## src/rtl/dsp_fft_reorder_pkg.sv

```systemverilog
// Shared constants and types for the FFT bit-reversal reorder buffer.
// A packed complex word is {re, im}, each DSP_DATA_W wide.
package dsp_fft_reorder_pkg;

    localparam int DSP_DATA_W = 16;
    localparam int DSP_LOG2N  = 3;
    localparam int DSP_IM_LSB = 0;

    typedef enum logic {
        RD_IDLE   = 1'b0,
        RD_STREAM = 1'b1
    } rd_state_t;

endpackage

```

## src/rtl/simple_dpram.sv

```systemverilog
// One write port, one synchronous read port; read data holds while re is low.
module simple_dpram #(
    parameter int WIDTH      = 32,
    parameter int DEPTH_LOG2 = 3
) (
    input  logic                  clk,
    input  logic                  we,
    input  logic [DEPTH_LOG2-1:0] waddr,
    input  logic [WIDTH-1:0]      wdata,
    input  logic                  re,
    input  logic [DEPTH_LOG2-1:0] raddr,
    output logic [WIDTH-1:0]      rdata
);

    logic [WIDTH-1:0] mem [0:(1<<DEPTH_LOG2)-1];

    always_ff @(posedge clk) begin
        if (we)
            mem[waddr] <= wdata;
        if (re)
            rdata <= mem[raddr];
    end

endmodule

```

## src/rtl/dsp_fft_reorder.sv

```systemverilog
// Ping-pong reorder buffer: bit-reversed FFT bins in, natural order out.
// A bank is released once its last address is read, so writes can refill it.
module dsp_fft_reorder
    import dsp_fft_reorder_pkg::*;
#(
    parameter int DATA_W = DSP_DATA_W,
    parameter int LOG2N  = DSP_LOG2N
) (
    input  logic                clk,
    input  logic                rst_n,
    input  logic [2*DATA_W-1:0] din,
    input  logic                din_vld,
    output logic [2*DATA_W-1:0] dout,
    output logic                dout_vld,
    input  logic                dout_rdy,
    output logic                dout_last,
    output logic                overflow
);

    localparam int W = 2*DATA_W;
    localparam logic [LOG2N-1:0] LAST = '1;

    function automatic logic [LOG2N-1:0] bitrev(input logic [LOG2N-1:0] v);
        logic [LOG2N-1:0] r;
        for (int i = 0; i < LOG2N; i++)
            r[i] = v[LOG2N-1-i];
        return r;
    endfunction

    logic [LOG2N-1:0] wcnt;
    logic [LOG2N-1:0] rcnt;
    logic [LOG2N-1:0] waddr;
    logic             wbank;
    logic             rbank;
    logic [1:0]       full;
    rd_state_t        state;

    logic             accept;
    logic             drop;
    logic             issue;
    logic             adv_out;
    logic             adv_s1;
    logic [1:0]       we;
    logic [1:0]       re;
    logic [W-1:0]     rdata [2];

    logic             s1_vld;
    logic             s1_last;
    logic             s1_bank;

    assign accept  = din_vld && !full[wbank];
    assign drop    = din_vld && full[wbank];
    assign waddr   = bitrev(wcnt);
    assign adv_out = !dout_vld || dout_rdy;
    assign adv_s1  = !s1_vld || adv_out;
    assign issue   = adv_s1 && (state == RD_STREAM || full[rbank]);

    always_comb begin
        we = '0;
        re = '0;
        we[wbank] = accept;
        re[rbank] = issue;
    end

    simple_dpram #(.WIDTH(W), .DEPTH_LOG2(LOG2N)) simple_dpram_0 (
        .clk   (clk),
        .we    (we[0]),
        .waddr (waddr),
        .wdata (din),
        .re    (re[0]),
        .raddr (rcnt),
        .rdata (rdata[0])
    );

    simple_dpram #(.WIDTH(W), .DEPTH_LOG2(LOG2N)) simple_dpram_1 (
        .clk   (clk),
        .we    (we[1]),
        .waddr (waddr),
        .wdata (din),
        .re    (re[1]),
        .raddr (rcnt),
        .rdata (rdata[1])
    );

    always_ff @(posedge clk or negedge rst_n) begin
        if (!rst_n) begin
            wcnt     <= '0;
            wbank    <= 1'b0;
            overflow <= 1'b0;
        end else begin
            overflow <= drop;
            if (accept) begin
                wcnt <= wcnt + 1'b1;
                if (wcnt == LAST)
                    wbank <= ~wbank;
            end
        end
    end

    // set and clear never target the same bank in one cycle
    always_ff @(posedge clk or negedge rst_n) begin
        if (!rst_n) begin
            full <= '0;
        end else begin
            if (issue && rcnt == LAST)
                full[rbank] <= 1'b0;
            if (accept && wcnt == LAST)
                full[wbank] <= 1'b1;
        end
    end

    always_ff @(posedge clk or negedge rst_n) begin
        if (!rst_n) begin
            state     <= RD_IDLE;
            rcnt      <= '0;
            rbank     <= 1'b0;
            s1_vld    <= 1'b0;
            s1_last   <= 1'b0;
            s1_bank   <= 1'b0;
            dout      <= '0;
            dout_vld  <= 1'b0;
            dout_last <= 1'b0;
        end else begin
            if (issue) begin
                rcnt <= rcnt + 1'b1;
                if (rcnt == LAST) begin
                    state <= RD_IDLE;
                    rbank <= ~rbank;
                end else begin
                    state <= RD_STREAM;
                end
            end
            if (adv_s1) begin
                s1_vld  <= issue;
                s1_last <= issue && rcnt == LAST;
                s1_bank <= rbank;
            end
            if (adv_out) begin
                dout_vld  <= s1_vld;
                dout_last <= s1_vld && s1_last;
                if (s1_vld)
                    dout <= rdata[s1_bank];
            end
        end
    end

endmodule
```

## config.mk

```make
export PLATFORM = sky130hd
export DESIGN_NAME = dsp_fft_reorder
export DESIGN_NICKNAME = d
export VERILOG_FILES = /design/src/rtl/dsp_fft_reorder_pkg.sv /design/src/rtl/simple_dpram.sv /design/src/rtl/dsp_fft_reorder.sv
export SDC_FILE = /design/constraint.sdc
export NUM_CORES = 1
export LEC_CHECK = 0
export CAP_MARGIN = 20
export CORE_ASPECT_RATIO = 1.2
export CORE_MARGIN = 2
export CORE_UTILIZATION = 65
export DETAILED_ROUTE_END_ITERATION = 6
export GPL_ROUTABILITY_DRIVEN = 0
export PLACE_DENSITY_LB_ADDON = 0.15
export SLEW_MARGIN = 20
export SYNTH_ARGS = -nofsm -noshare
export SYNTH_HDL_FRONTEND = slang
export SYNTH_HIERARCHICAL = 1
export SYNTH_SLANG_ARGS = --single-unit
```

## constraint.sdc

```tcl
create_clock -name clk -period 5.8 [get_ports clk]
set_clock_uncertainty 0.1 [all_clocks]
set_input_delay 0.87 -clock clk [delete_from_list [all_inputs] [get_ports clk]]
set_output_delay 0.87 -clock clk [all_outputs]
set_load 0.05 [all_outputs]
```

==> metrics.txt <==
CP startpoint din_vld; Die Span Y around 210 um; sequential fraction of the synthesis area just under 80%; Seq pwr share between 40% and 50%; Setup crit start kind primary input; clock network power share 26.5%; Max-Cap Viols 0; adder-cell area share of the yosys netlist 0.209%; top cells by area, synth edfxtp_1, mux4_1, dfrtp_1; post-synthesis mux area share between 10% and 20%; Layout fillers roughly 1900; compound-cell area share of the yosys netlist roughly 1.6%; Max rail drop VDD between 0.3 and 0.4 mV; final worst slack ~2.8 ns; Root Driver clkbuf_16; Final Util between 70% and 80%; dominant synthesized flop cell edfxtp_1; vias in the first global route 10898; min-delay worst type primary input to async pin; Power, Total between 10 and 15 mW; Syn Std Cell Area ~24000 um^2; switching part of the total power about 30%; 1st-pass router iterations 4; Synthesis Warnings 6; Iter 0 DRT Violations between 1000 and 1500; routed len/inst roughly 28 um; Yosys top cell by area edfxtp_1; CTS resizes 0; vias roughly 11000; #FFs+latches synth 625; Post-synth EDFFs 576; largest net degree at the start of global routing 90; port bufs 70; R2R depth 3; Area Overhead vs Synth 13.1%; instance count of the mapped netlist between 1000 and 1500; grt ovf 0; dpl hpwl roughly 25000 um; Nets 1180; chip width ~180 um; Final Hold Viols 0; # clock sinks around 630; NetSw about 4.0 mW; largest family of logic cells by synthesized area multiplexers; postcts setup bufs 0; io pins 71; Site Rows between 70 and 80; H-tree depth 2; Routed WL ~46000 um; Crit Path Class primary input to flop; post-synth top area share approximately 72%; CP Cell Sequence clkdlybuf4s50_1, nand2_1, nor2_1, nand2_1, nor2_4, buf_4; cts bufs inserted 57; combinational fraction of design power a little over a quarter; Clk Latency, worst-skew pair 0.59 ns; crit path DAT 3.17 ns; Post-synth top cells edfxtp_1, mux4_1, mux2_2, a21oi_1, dfrtp_1; worst slew pin tran about 1.1 ns; Post-Place Setup Slack around 2.3 ns; most frequent cell after synthesis edfxtp_1; # diodes 0; layout cells sized above 1 about 21%; post-synthesis xor/xnor area fraction less than 1%; Simple-Gate Fraction of Synth Area under 10%; Data required, critical path slightly below 6 ns; RSZ-0062 raised after global routing false; via density per instance between 6 and 7; fin crit share about half; DRC 0; cell internal pwr 9.53 mW; Pleak around 9 nW; Initial Utilization about two thirds; RR Startpoint rcnt[0]; Crit. End Element flop; Distinct cells, synth 31; die area around 38000 um^2; status completed; Setup Viol. Count Final 0; CTS tree done; Cell Pwr Density between 500 and 600 nW/um^2; fin crit period roughly 3 ns; most frequent CP cell nand2_1; fin. max-slew vios 0; antenna violations before repair 0; CP max stage delay slightly below 0.8 ns; GRT Util Overall between 20% and 30%; Bufs on Longest Clock Path 3; post-synthesis net count between 1000 and 1500; core area ~36000 um^2; Mapped Avg Cell Area ~23 um^2; FMAX 332 MHz; Hold Buf Count CTS 0; worst rel slew slack a little under a quarter; Routed Antenna Nets 0; Worst-path clk slew roughly 0.060 ns; Worst path slowest cell nor2_4; worst-path fanout max 19; ys async rst share under 10%; setup_tns 0 ns; first-pass GRT wire length 68300 um
[worst paths after layout]
path                                        endpoint  slack (ns)
setup reg to reg            simple_dpram_1/rdata[16]        2.84
max in group asynchronous                    rcnt[2]        4.73
hold / removal                              dout[28]        0.31
setup / recovery           simple_dpram_1/mem[5][24]        2.79
hold reg to reg                              s1_last        0.38
min in group clk                             s1_last        0.38
[cell type report]
cell class,instances,area [um^2],area share (%)
Tap cell,468,586,2.17
Inverter,1,3.75,0.0139
Multi-Input combinational cell,362,5140,19.0
Timing Repair Buffer,93,981,3.63
Sequential cell,625,18500,68.5
Clock inverter,26,244,0.902
Clock buffer,79,1550,5.73
[state kept, by name, summed over array words and instances (netlist names)]
name / flops
dout_vld: 1
rcnt: 3
rbank: 1
simple_dpram_0/mem: 256
s1_bank: 1
overflow: 1
simple_dpram_1/mem: 256
simple_dpram_1/rdata: 32
s1_last: 1
dout: 32
state: 1
full: 2
s1_vld: 1
wcnt: 3
simple_dpram_0/rdata: 32
dout_last: 1
wbank: 1
[metal layers]
layer / part of all wire [%] / global-route usage (%)
met5: 0 / 0
met4: 1.9 / 6.02
met3: 6.9 / 4.47
met2: 49 / 38.8
met1: 42 / 37.0
[placed cells by master (no fill, tap or decap), types with 2 or more instances in the layout]
master,instances
nand2_1,14
buf_16,5
xnor2_1,3
nand3b_1,2
ha_1,4
bufinv_16,4
nand2b_1,8
clkdlybuf4s50_1,69
o21ai_0,3
mux2_2,66
nor2_1,3
nor3_2,4
buf_4,17
inv_6,2
clkinv_2,11
clkbuf_8,4
mux2_4,3
nand3_1,2
a21oi_1,64
dfrtp_4,2
dfrtp_2,2
mux2i_1,33
nor2_4,14
mux4_2,48
clkbuf_16,57
clkbuf_1,18
dfrtp_1,45
mux4_1,80
edfxtp_1,576
clkinv_1,7
[logic make-up after synthesis]
group / Yosys count
and+or+nand+nor: 53
buffers and inverters: 54
adders and majority gates: 4
DFF: 625
AOI/OAI and AO/OA: 72
muxes: 230
xor gates and xnor gates: 3
[per-stage QoR]
step                      instance area [um^2]  hold slack, ns  instances
final                                    27000           0.312       1654
after global routing                     27000           0.375       1654
after CTS                                27000           0.337       1651
after detailed placement                 25200           0.367       1546
after global placement                   25100           0.364       1544
after floorplan                          23900           0.340       1041
[power groups by stage]
stage | sequential, mW | combinational (mW) | clock, mW
floorplan | 6.49 | 2.45 | 0
global placement | 6.47 | 3.47 | 0
detailed placement | 6.49 | 3.55 | 0
CTS | 6.41 | 3.59 | 3.65
global route | 6.47 | 3.82 | 3.82
finish | 6.39 | 3.58 | 3.59
[worst max-delay path: cells and delay by family]
family / cells / cell delay, ns
and+or+nand+nor: 4 / 1.31
buffers and inverters: 2 / 0.99
No activity file was read; power rests on OpenSTA's default activity.
